==> config.mk <==
export PLATFORM = sky130hd
export DESIGN_NAME = camera_frame_capture
export DESIGN_NICKNAME = d
export VERILOG_FILES = /design/src/rtl/camera_frame_capture.sv
export SDC_FILE = /design/constraint.sdc
export NUM_CORES = 1
export LEC_CHECK = 0
export BUFFER_PORTS_ARGS = -buffer_cell sky130_fd_sc_hd__buf_2
export CAP_MARGIN = 20
export CORE_MARGIN = 3
export CORE_UTILIZATION = 30
export DETAILED_ROUTE_END_ITERATION = 8
export PLACE_DENSITY_LB_ADDON = 0.05
export SKIP_LAST_GASP = 1
export SYNTH_ARGS = -nofsm -noshare
export SYNTH_HDL_FRONTEND = slang
export SYNTH_SLANG_ARGS = --single-unit
==> constraint.sdc <==
create_clock -name clk -period 5.1 [get_ports clk]
set_clock_uncertainty 0.15 [all_clocks]
set_input_delay 0.51 -clock clk [delete_from_list [all_inputs] [get_ports clk]]
set_output_delay 0.51 -clock clk [all_outputs]
set_load 0.02 [all_outputs]
==> src/rtl/camera_frame_capture.sv <==
// -----------------------------------------------------------------------------
// camera_frame_capture
//
// Captures RGB565 bytes from a parallel camera (OV7670 style: vsyn/href/data,
// high byte first) and converts each pixel to RGB444 for a frame RAM.
// Pixels are written at consecutive addresses starting at 0 each frame.
// Capture begins only after a complete vsyn high-to-low sequence has been
// seen. The pause input is sampled only at the start of a frame.
//
// Optional feature: defining CAPTURE_TEST_PATTERN_EN replaces the camera
// pixel with 8 vertical colour bars chosen by the column counter. Timing,
// wren and addresses do not change in that mode.
//
// Parameters
//   H_ACTIVE           active pixels per line
//   V_ACTIVE           active lines per frame
// Ports
//   clk                camera pixel clock
//   rst                synchronous, active-high reset
//   vsyn               frame sync, high = vertical blanking
//   href               line valid, high = camera_data valid
//   camera_data[7:0]   RGB565 byte stream, high byte first
//   pause              high = do not start capturing new frames
//   wren               one-cycle frame RAM write strobe
//   camera_color_write RGB444 pixel {R,G,B}
//   store_addr[18:0]   frame RAM address of camera_color_write
//   frame_done         one-cycle pulse after each captured frame
//   frame_count[7:0]   captured frames, wraps 255 -> 0
//   overflow           sticky: frame delivered more than H_ACTIVE*V_ACTIVE px
// -----------------------------------------------------------------------------
module camera_frame_capture #(
    parameter int H_ACTIVE = 640,
    parameter int V_ACTIVE = 480
) (
    input  logic        clk,
    input  logic        rst,
    input  logic        vsyn,
    input  logic        href,
    input  logic [7:0]  camera_data,
    input  logic        pause,
    output logic        wren,
    output logic [11:0] camera_color_write,
    output logic [18:0] store_addr,
    output logic        frame_done,
    output logic [7:0]  frame_count,
    output logic        overflow
);

    localparam int          COL_W    = (H_ACTIVE > 1) ? $clog2(H_ACTIVE) : 1;
    localparam logic [19:0] TOTAL_C  = 20'(H_ACTIVE * V_ACTIVE);
    localparam logic [COL_W-1:0] COL_LAST = COL_W'(H_ACTIVE - 1);

    typedef enum logic [1:0] {
        WAIT_VS = 2'd0,
        SYNC    = 2'd1,
        CAPTURE = 2'd2,
        SKIP    = 2'd3
    } state_t;

    state_t           state_r;
    state_t           state_s;
    logic             vsyn_d_r;
    logic             vs_fall_s;
    logic             vs_rise_s;
    logic             phase_r;
    logic [7:0]       hi_r;
    logic [COL_W-1:0] col_r;
    // One wider than store_addr so it can hold the "all pixels written" value.
    logic [19:0]      addr_next_r;
    logic             byte_hi_s;
    logic             pixel_s;
    logic [11:0]      conv_s;
    logic [11:0]      pix_s;
    logic             done_pend_r;
    logic             wren_r;
    logic [11:0]      color_r;
    logic [18:0]      store_addr_r;
    logic             frame_done_r;
    logic [7:0]       frame_count_r;
    logic             overflow_r;
    logic             unused_s;

    assign vs_fall_s = vsyn_d_r & ~vsyn;
    assign vs_rise_s = ~vsyn_d_r & vsyn;
    assign byte_hi_s = (state_r == CAPTURE) & href & ~phase_r;
    assign pixel_s   = (state_r == CAPTURE) & href & phase_r;

    // RGB565 -> RGB444: keep the top bits of each channel.
    assign conv_s   = {hi_r[7:4], hi_r[2:0], camera_data[7], camera_data[4:1]};
    assign unused_s = ^{hi_r[3], camera_data[6:5], camera_data[0]};

`ifdef CAPTURE_TEST_PATTERN_EN
    localparam int BAR_W = (H_ACTIVE / 8 > 0) ? H_ACTIVE / 8 : 1;

    logic [COL_W-1:0] bar_full_s;
    logic [2:0]       bar_s;

    function automatic logic [11:0] bar_color(input logic [2:0] bar);
        logic [11:0] c;
        case (bar)
            3'd0:    c = 12'hFFF;
            3'd1:    c = 12'hFF0;
            3'd2:    c = 12'h0FF;
            3'd3:    c = 12'h0F0;
            3'd4:    c = 12'hF0F;
            3'd5:    c = 12'hF00;
            3'd6:    c = 12'h00F;
            default: c = 12'h000;
        endcase
        return c;
    endfunction

    // Bar index from the column of the pixel being completed, clamped to 7.
    always_comb begin
        bar_full_s = col_r / COL_W'(BAR_W);
        if (bar_full_s > COL_W'(7)) begin
            bar_s = 3'd7;
        end else begin
            bar_s = bar_full_s[2:0];
        end
        pix_s = bar_color(bar_s);
    end
`else
    assign pix_s = conv_s;
`endif

    // State register.
    always_ff @(posedge clk) begin
        if (rst) begin
            state_r <= WAIT_VS;
        end else begin
            state_r <= state_s;
        end
    end

    // Next-state logic; pause is only looked at on the frame-start edge.
    always_comb begin
        state_s = state_r;
        case (state_r)
            WAIT_VS: begin
                if (vsyn) begin
                    state_s = SYNC;
                end else begin
                    state_s = WAIT_VS;
                end
            end
            SYNC: begin
                if (vs_fall_s) begin
                    state_s = pause ? SKIP : CAPTURE;
                end else begin
                    state_s = SYNC;
                end
            end
            CAPTURE: begin
                if (vs_rise_s) begin
                    state_s = SYNC;
                end else begin
                    state_s = CAPTURE;
                end
            end
            SKIP: begin
                if (vs_rise_s) begin
                    state_s = SYNC;
                end else begin
                    state_s = SKIP;
                end
            end
            default: state_s = WAIT_VS;
        endcase
    end

    // Byte assembly, address/column counters and registered outputs.
    always_ff @(posedge clk) begin
        if (rst) begin
            vsyn_d_r      <= 1'b0;
            phase_r       <= 1'b0;
            hi_r          <= 8'd0;
            col_r         <= '0;
            addr_next_r   <= 20'd0;
            wren_r        <= 1'b0;
            color_r       <= 12'd0;
            store_addr_r  <= 19'd0;
            done_pend_r   <= 1'b0;
            frame_done_r  <= 1'b0;
            frame_count_r <= 8'd0;
            overflow_r    <= 1'b0;
        end else begin
            vsyn_d_r <= vsyn;
            wren_r   <= 1'b0;

            // Phase toggles per valid byte; a gap in href realigns to the
            // high byte, so an odd trailing byte is simply dropped.
            if ((state_r == CAPTURE) && href) begin
                phase_r <= ~phase_r;
            end else begin
                phase_r <= 1'b0;
            end

            if (byte_hi_s) begin
                hi_r <= camera_data;
            end

            if (pixel_s) begin
                col_r <= (col_r == COL_LAST) ? '0 : col_r + 1'b1;
                if (addr_next_r < TOTAL_C) begin
                    wren_r       <= 1'b1;
                    color_r      <= pix_s;
                    store_addr_r <= addr_next_r[18:0];
                    addr_next_r  <= addr_next_r + 20'd1;
                end else begin
                    // Frame RAM is full: drop the pixel, hold the address.
                    overflow_r <= 1'b1;
                end
            end else if (!href) begin
                col_r <= '0;
            end

            if (vs_fall_s) begin
                addr_next_r  <= 20'd0;
                store_addr_r <= 19'd0;
                col_r        <= '0;
                overflow_r   <= 1'b0;
            end

            // frame_done lags the sync edge by one extra cycle so a pixel
            // completed on that same edge is written first.
            done_pend_r  <= (state_r == CAPTURE) & vs_rise_s;
            frame_done_r <= done_pend_r;
            if (done_pend_r) begin
                frame_count_r <= frame_count_r + 8'd1;
            end
        end
    end

    assign wren               = wren_r;
    assign camera_color_write = color_r;
    assign store_addr         = store_addr_r;
    assign frame_done         = frame_done_r;
    assign frame_count        = frame_count_r;
    assign overflow           = overflow_r;

endmodule
Word level (Yosys, flattened, before mapping)
Index checks and enable logic that the tools add are counted.
{"block": "totals", "in_bits": 13, "ff_bits": 75, "word_cells": 44}
{"block": "classes", "n_eq_ne": 3, "mux": 7, "n_reduce_logical": 7, "n_bitwise": 12, "addsub": 2, "order_cmp": 1}
{"operator": "20-bit by 1-bit adder with 20-bit output (second input constant)", "n": 1}
{"operator": "20-bit by 19-bit < comparator with 1-bit output (second input constant)", "n": 1}
{"operator": "8-bit by 1-bit adder with 8-bit output (second input constant)", "n": 1}
{"operator": "2-bit one-hot mux with 4 select lines", "n": 1}
{"operator": "1-bit AND", "n": 6}
{"operator": "2-bit 2-to-1 mux", "n": 3}
{"operator": "1-bit NOT", "n": 6}
{"operator": "2-bit OR reduction", "n": 3}
{"operator": "2-bit equality test (second input constant)", "n": 2}
{"operator": "2-bit AND reduction", "n": 2}
{"operator": "1-bit 2-to-1 mux", "n": 3}
{"operator": "2-bit by 1-bit equality test with 1-bit output (second input constant)", "n": 1}
{"operator": "2-bit zero test", "n": 1}
{"operator": "1-bit logical AND", "n": 1}

Logic depth before layout (Yosys ltp)
Gate-level depths: netlist of run 1.
{"block": "logic_depth", "word_depth": 5, "depth_mapped": 6, "mapped_depth_nobuf": 5}

Worst setup path after synthesis of run 1
Ideal clock, no wire load.
{"block": "synth_path", "path_type": "input -> register", "startpoint": "input port href", "endpoint": "register addr_next_r[13]", "stages": 5, "n_path_buf": 1, "arrival_ns": 1.656, "setup_time_ns": 0.070, "slack_ns": 3.224, "required_ns": 4.880, "path_cell_list": "and4b_1 > o2111ai_1 > buf_2 > or4_1 > a21oi_1"}
{"block": "synth_via", "elab_chain_cells": 3}
{"element": "start, declared", "line_no": "38", "rtl": "input logic href,"}
{"element": "1-bit AND (2 in series)", "line_no": "86", "rtl": "assign pixel_s = (state_r == CAPTURE) & href & phase_r;"}
{"element": "2-bit AND reduction (no line)"}
{"element": "end signal, assigned", "line_no": "209", "rtl": "addr_next_r <= addr_next_r + 20'd1;"}
{"element": "end, declared", "line_no": "69", "rtl": "logic [19:0] addr_next_r;"}
Every way passes these cells.
A chain may end at the register's enable or synchronous reset.

Final worst setup path of run 1
{"block": "layout_path", "startpoint": "register addr_next_r[12]", "endpoint": "register addr_next_r[13]"}
{"block": "layout_via", "elab_chain_cells": 2}
{"element": "20-bit by 19-bit < comparator with 1-bit output", "line_no": "205", "rtl": "if (addr_next_r < TOTAL_C) begin"}
{"element": "2-bit AND reduction (no line)"}
Parallel ways exist; a longest one is shown, timed or not.

==> metrics.csv, run 1 <==
stage,metric,value,unit
status,status,finished clean,
synthesis,ys_async_sr_fraction,0,%
setup_path,cp-end-kind,flip-flop,
setup_path,startpoint_type,flip-flop,
global_route,grt_pass1_vias,2427,
final_layout,drive_gt1_share,18.37,%
detailed_routing,via_per_inst,4.704,
sta,hold_viol,0,
die,die_w,103.8,um
global_route,grt_max_degree,39,
setup_path,crit_top_cell,a21oi_1,
global_route,grt_pass1_wl,11480,um
setup_path,arrival,2.59,ns
detailed_routing,num_vias,2451,
setup_path,path_class,reg2reg,
sta,fin_crit,2.474,ns
sta,maxSlewViolCount,0,
detailed_routing,post_drt_wl_per_cell,12.80,um
clock_tree,cts.sinks,74,
sta,finalSetupTns,0,ns
setup_path,worst-path-max-fanout,32,
pwr,p_per_area,306.6,nW/um2
clock_tree,clk_pin_slew,0.08,ns
sta,rsz0062_at_grt,no,
pwr,peakVddDrop,0.0001280,V
clock_tree,hold_buffers,0,
setup_path,max_stage_delay,0.52,ns
setup_path,r2r_cells,5,
sta,tightest_slew,0.7883,ns
die,pin_count,55,
clock_tree,htreeDepth,3,
setup_path,reg2reg_to,addr_next_r[13],
synthesis,synth_seq_cells,74,
min_path,hp-class,in2reg,
final_layout,antennaDiodeCount,0,
synthesis,avgSynthCellArea,8.463,um2
setup_path,crit_chain,a21oi_1 -> o2111ai_4 -> buf_4 -> or4_1 -> a21oi_1,
clock_tree,cts.root.buffer_cell,clkbuf_8,
global_route,grt_remaining_overflow,0,
die,rows,35,
setup_path,cp_num_buf_inv,1,
setup_path,worst_path_max_delay_cell,or4_1,
run,cap_violations,0,
clock_tree,clkLatencyLatePin,0.34,ns
clock_tree,clockBufferDepth,2,
detailed_routing,drt-total-wl,6670,um
detailed_routing,drtAntennaViolNets,0,
setup_path,r2r_start,addr_next_r[12],
clock_tree,cts_resized,0,
detailed_routing,dr.pass1.iters,6,
sta,min_period_over_period,48.51,%
setup_path,crit_path_start,addr_next_r[12],
die,start_util,30.90,%
clock_tree,cts_setup_buffers,0,
synthesis,netlist_instances,339,
detailed_routing,drtIter0Drc,94,
synthesis,yosysUniqueCellTypes,35,
final_layout,post-route-util,37.20,%
synthesis,synth_nets,354,
sta,timing.slew.headroom,47.43,%
die,core,9284,um2
setup_path,path_delay_family,compound AO/OA/AOI/OAI gates,
setup_path,required,5.22,ns
die,die_h,103.8,um
sta,fmax,404.2,MHz
synthesis,synth_flop_cell,dfxtp_1,
pwr,p_leak,1.275,nW
synthesis,synth_edf_count,0,
placement,gp_congestion,0.7129,
setup_path,endpoint,addr_next_r[13],
final_layout,fillers,1027,
clock_tree,cts_buffers,9,
final_layout,syn_to_final_growth,20.37,%
final_layout,final_common_cell,nand2_1,
global_route,grt_use_total,12.88,%
setup_path,r2r_slack,2.63,ns
global_route,antenna_found_initial,0,
synthesis,synth_area,2869,um2
detailed_routing,drc,0,
synthesis,seq_area_frac_synth,51.64,%
clock_tree,cts_tree,built,
sta,setup_viol,0,
die,die-area,10770,um2
placement,port-buffer-count,54,
setup_path,crit_cells,5,
final_layout,nets,402,
final_layout,final_cell_mix,"nand2_1 (75), dfxtp_1 (74), buf_2 (54), a21oi_1 (53), nor2_1 (21)",
synthesis,yosysWarnings,0,
placement,dp_hpwl,4259,um
## synth_stat cells, types with 3 or more instances
| cell type | n | area (um2) |
|---|---|---|
| o211ai_1 | 3 | 22.52 |
| mux2i_1 | 9 | 90.09 |
| inv_1 | 5 | 18.77 |
| buf_2 | 7 | 35.03 |
| clkbuf_1 | 12 | 45.04 |
| xor2_1 | 4 | 35.03 |
| nor2_1 | 21 | 78.83 |
| a21oi_1 | 53 | 265.3 |
| and4_1 | 4 | 35.03 |
| o21ai_0 | 8 | 40.04 |
| or4_1 | 9 | 67.56 |
| o31ai_1 | 7 | 52.55 |
| dfxtp_1 | 74 | 1481 |
| nand2_1 | 75 | 281.5 |
| nand4_1 | 7 | 43.79 |
| or3_1 | 8 | 50.05 |
| nor2b_1 | 3 | 18.77 |
| nand3_1 | 10 | 50.05 |
## logic make-up after synthesis
family	Yosys count	share of synthesized area [%]
muxes	9	3.140
and+or+nand+nor	146	24.03
xor gates and xnor gates	6	1.832
AOI/OAI and AO/OA	77	14.91
buffers and inverters	25	3.576
adders and majority gates	2	0.8721
DFF	74	51.64
## worst min path at each step
stage,depth (start not counted),startpoint,endpoint,slack (ns)
after floorplan,2,hi_r[6],camera_color_write[10],0.28
after global placement,2,hi_r[2],camera_color_write[7],0.29
after detailed placement,2,hi_r[2],camera_color_write[7],0.30
after CTS,3,camera_data[3],camera_color_write[2],0.23
after global routing,3,camera_data[3],camera_color_write[2],0.23
final,3,camera_data[3],camera_color_write[2],0.25
## metal layers
metal / wire length [um] / GRT usage [%] / share of wire, % / up-vias
met5: 0 / 0 / 0 / -
met4: 59 / 5.128 / 0.88 / 0
met3: 319 / 4.611 / 4.8 / 4
met2: 3021 / 20.00 / 45 / 39
met1: 3270 / 16.33 / 49 / 1135
li1: - / - / - / 1273
## where the power goes
| group | internal (mW) | switching (mW) |
|---|---|---|
| combinational | 0.00675 | 0.0155 |
| clock | 0.240 | 0.216 |
| sequential | 0.579 | 0.00186 |
| total | 0.826 | 0.233 |
## worst min-delay path, delay by kind of cell
family | cells | cell delay (ns)
AND/OR/NAND/NOR | 1 | 0.05
AO/OA/AOI/OAI | 1 | 0.05
buffers and inverters | 1 | 0.10
## flip-flops by register name, summed over array words and instances, names as in the netlist
register,flops
camera_color_write,12
phase_r,1
wren,1
overflow,1
hi_r,7
store_addr,19
addr_next_r,20
frame_count,8
vsyn_d_r,1
state_r,2
done_pend_r,1
frame_done,1
## cell type report
cell class | count | area [um2] | area share (%)
multi-input cells | 240 | 1303 | 37.72
clock buffers | 12 | 145.1 | 4.203
inverters | 5 | 18.77 | 0.5435
flip-flops and latches | 74 | 1481 | 42.90
well taps | 129 | 161.4 | 4.674
repair buffers | 57 | 292.8 | 8.478
clock inverters | 4 | 51.30 | 1.486
## per-stage QoR
stage / worst slack, ns / instance area [um2] / hold slack, ns / power [mW] / cells
after detailed placement: 2.431 / 3257 / 0.2963 / 0.6173 / 505
after global routing: 2.452 / 3453 / 0.2334 / 1.110 / 521
after CTS: 2.597 / 3453 / 0.2283 / 1.081 / 521
final: 2.626 / 3453 / 0.2510 / 1.059 / 521
after global placement: 2.457 / 3257 / 0.2913 / 0.6173 / 505
after floorplan: 3.224 / 2869 / 0.2812 / 0.6075 / 339
Note: power is estimated with default switching activity, not from simulation.
==> inputs of run 2 (changes only) <==
==> constraint.sdc (replaced) <==
create_clock -name clk -period 2.15 [get_ports clk]
set_clock_uncertainty 0.15 [all_clocks]
set_input_delay 0.215 -clock clk [delete_from_list [all_inputs] [get_ports clk]]
set_output_delay 0.215 -clock clk [all_outputs]
set_load 0.02 [all_outputs]
==> run 2 against run 1 <==
Total power increased by 140%. Non-clock buffer count up 20. Final area grew 5.4%. Hold slack lost 0.20 ns. Sequential power up 140%.
==> metrics.csv, run 2 (same netlist as run 1, synthesis figures left out) <==
stage,metric,value,unit,change
status,status,finished clean,,
pwr,p_leak,1.375,nW,+7.9%
detailed_routing,via_per_inst,4.632,,-1.5%
sta,maxSlewViolCount,0,,unchanged
setup_path,worst-path-max-fanout,7,,-78%
sta,rsz0062_at_grt,no,,
pwr,clock_power_share,44.1,%,+1.0 points
final_layout,largest_reg_flops,20,,unchanged
global_route,grt_use_total,13.21,%,+0.33 points
die,rows,35,,unchanged
clock_tree,clkLatencyLatePin,0.34,ns,about the same
placement,dpl_cell_area,3347,um2,+2.8%
clock_tree,htreeDepth,3,,unchanged
global_route,grt_pass1_vias,2416,,-0.45%
clock_tree,cts.root.buffer_cell,clkbuf_8,,
setup_path,arrival,2.13,ns,-0.46 ns
setup_path,required,2.28,ns,-2.94 ns
min_path,hp-class,in2reg,,
final_layout,syn_to_final_growth,26.91,%,
sta,fin_crit,2.002,ns,-0.4718 ns
setup_path,path_class,reg2reg,,
placement,gp_congestion,0.7734,,+8.5%
sta,fmax,499.4,MHz,+24%
detailed_routing,num_vias,2506,,+2.2%
final_layout,fin_area,3641,um2,+5.4%
sta,hold_viol,0,,unchanged
sta,whs,0.04954,ns,-0.2014 ns
die,core,9284,um2,unchanged
pwr,p_switching,581.6,uW,+150%
detailed_routing,drc,0,,unchanged
placement,port-buffer-count,54,,unchanged
pwr,p_per_area,711.0,nW/um2,+130%
die,start_util,30.90,%,unchanged
run,cap_violations,0,,unchanged
clock_tree,cts_buffers,9,,unchanged
min_path,hold_depth,3,,unchanged
die,pin_count,55,,unchanged
clock_tree,cts_setup_buffers,0,,unchanged
detailed_routing,drt-total-wl,6903,um,+3.5%
sta,timing.slew.headroom,58.61,%,+11 points
pwr,seq_power_share,53.2,%,-1.7 points
clock_tree,clockBufferDepth,2,,unchanged
global_route,grt_max_degree,35,,-10%
clock_tree,cts_tree,built,,
pwr,p_sw_share,22.47,%,+0.45 points
clock_tree,cts.sinks,74,,unchanged
pwr,power_frac_comb,2.7,%,+0.6 points
setup_path,r2r_cells,5,,unchanged
placement,dp_hpwl,4700,um,+10%
pwr,peakVddDrop,0.0002525,V,+97%
global_route,grt_remaining_overflow,0,,unchanged
final_layout,final_common_cell,nand2_1,,
final_layout,drive_gt1_share,21.12,%,+2.7 points
die,die_w,103.8,um,unchanged
final_layout,top_register,addr_next_r,,
global_route,antenna_found_initial,0,,unchanged
setup_path,startpoint_type,flip-flop,,
final_layout,antennaDiodeCount,0,,unchanged
detailed_routing,drtIter0Drc,73,,-22%
pwr,p_int,2.007,mW,+140%
setup_path,cp-end-kind,flip-flop,,
sta,tightest_slew,0.6181,ns,-0.1701 ns
final_layout,nets,422,,+5.0%
clock_tree,clk_pin_slew,0.08,ns,about the same
die,die_h,103.8,um,unchanged
final_layout,final_cell_mix,"nand2_1 (75), dfxtp_1 (74), buf_2 (54), a21oi_1 (53), nor2_1 (21)",,
detailed_routing,drtAntennaViolNets,0,,unchanged
detailed_routing,post_drt_wl_per_cell,12.76,um,-0.33%
die,die-area,10770,um2,unchanged
global_route,grt_pass1_wl,11770,um,+2.5%
sta,min_period_over_period,93.13,%,+45 points
sta,setup_viol,0,,unchanged
sta,finalSetupTns,0,ns,unchanged
detailed_routing,dr.pass1.iters,4,,-2
## run 2: final cells by class
class                      count  area [um2]
fill                         989        5643
sequential                    74        1481
multi-input combinational    240        1305
timing repair buffer          77       462.9
tap                          129       161.4
clock buffer                  11       151.4
clock inverter                 5       60.06
inverter                       5       18.77
## run 2: path summary, 6_finish.rpt
| path | from | endpoint | slack (ns) |
|---|---|---|---|
| setup reg to reg | addr_next_r[1] | addr_next_r[16] | 0.15 |
| hold reg to reg | store_addr[2] | store_addr[2] | 0.30 |
| hold / removal | vsyn | vsyn_d_r | 0.05 |
| setup / recovery | addr_next_r[1] | addr_next_r[16] | 0.15 |
## run 2: stage by stage
step	instances	util, %	total power [mW]	worst slack [ns]
after CTS	541	39.19	2.641	0.1390
after global routing	541	39.22	2.711	0.01068
after floorplan	339	-	1.441	0.3586
after global placement	517	36.05	1.468	0.2158
after detailed placement	517	36.05	1.469	0.1468
final	541	39.22	2.589	0.1476
## run 2: repair_timing
action / in CTS / in global routing
resized for setup: 0 / 1
hold endpoints to repair: 12 / 0
hold buffers: 8 / 0
setup endpoints to repair: 0 / 1
## run 2: power by group through the flow
stage / Combinational [mW] / Sequential (mW) / Clock, mW
after floorplan: 0.0321 / 1.41 / 0
after global placement: 0.0587 / 1.41 / 0
after detailed placement: 0.0597 / 1.41 / 0
after CTS: 0.0706 / 1.38 / 1.19
after global routing: 0.0771 / 1.38 / 1.26
final: 0.0693 / 1.38 / 1.14
## run 2: metal layers
layer	track usage, %	part of all wire (%)
met1	17.21	48
met3	3.988	4.1
met5	0	0
met2	20.84	47
met4	4.558	0.93
## run 2: critical path, cell delays in order (launching register included)
cell and delay [ns]:
dfxtp_1 0.42, ha_2 0.24, and4_1 0.21, nand4_1 0.25, or4_1 0.53, a21oi_1 0.15
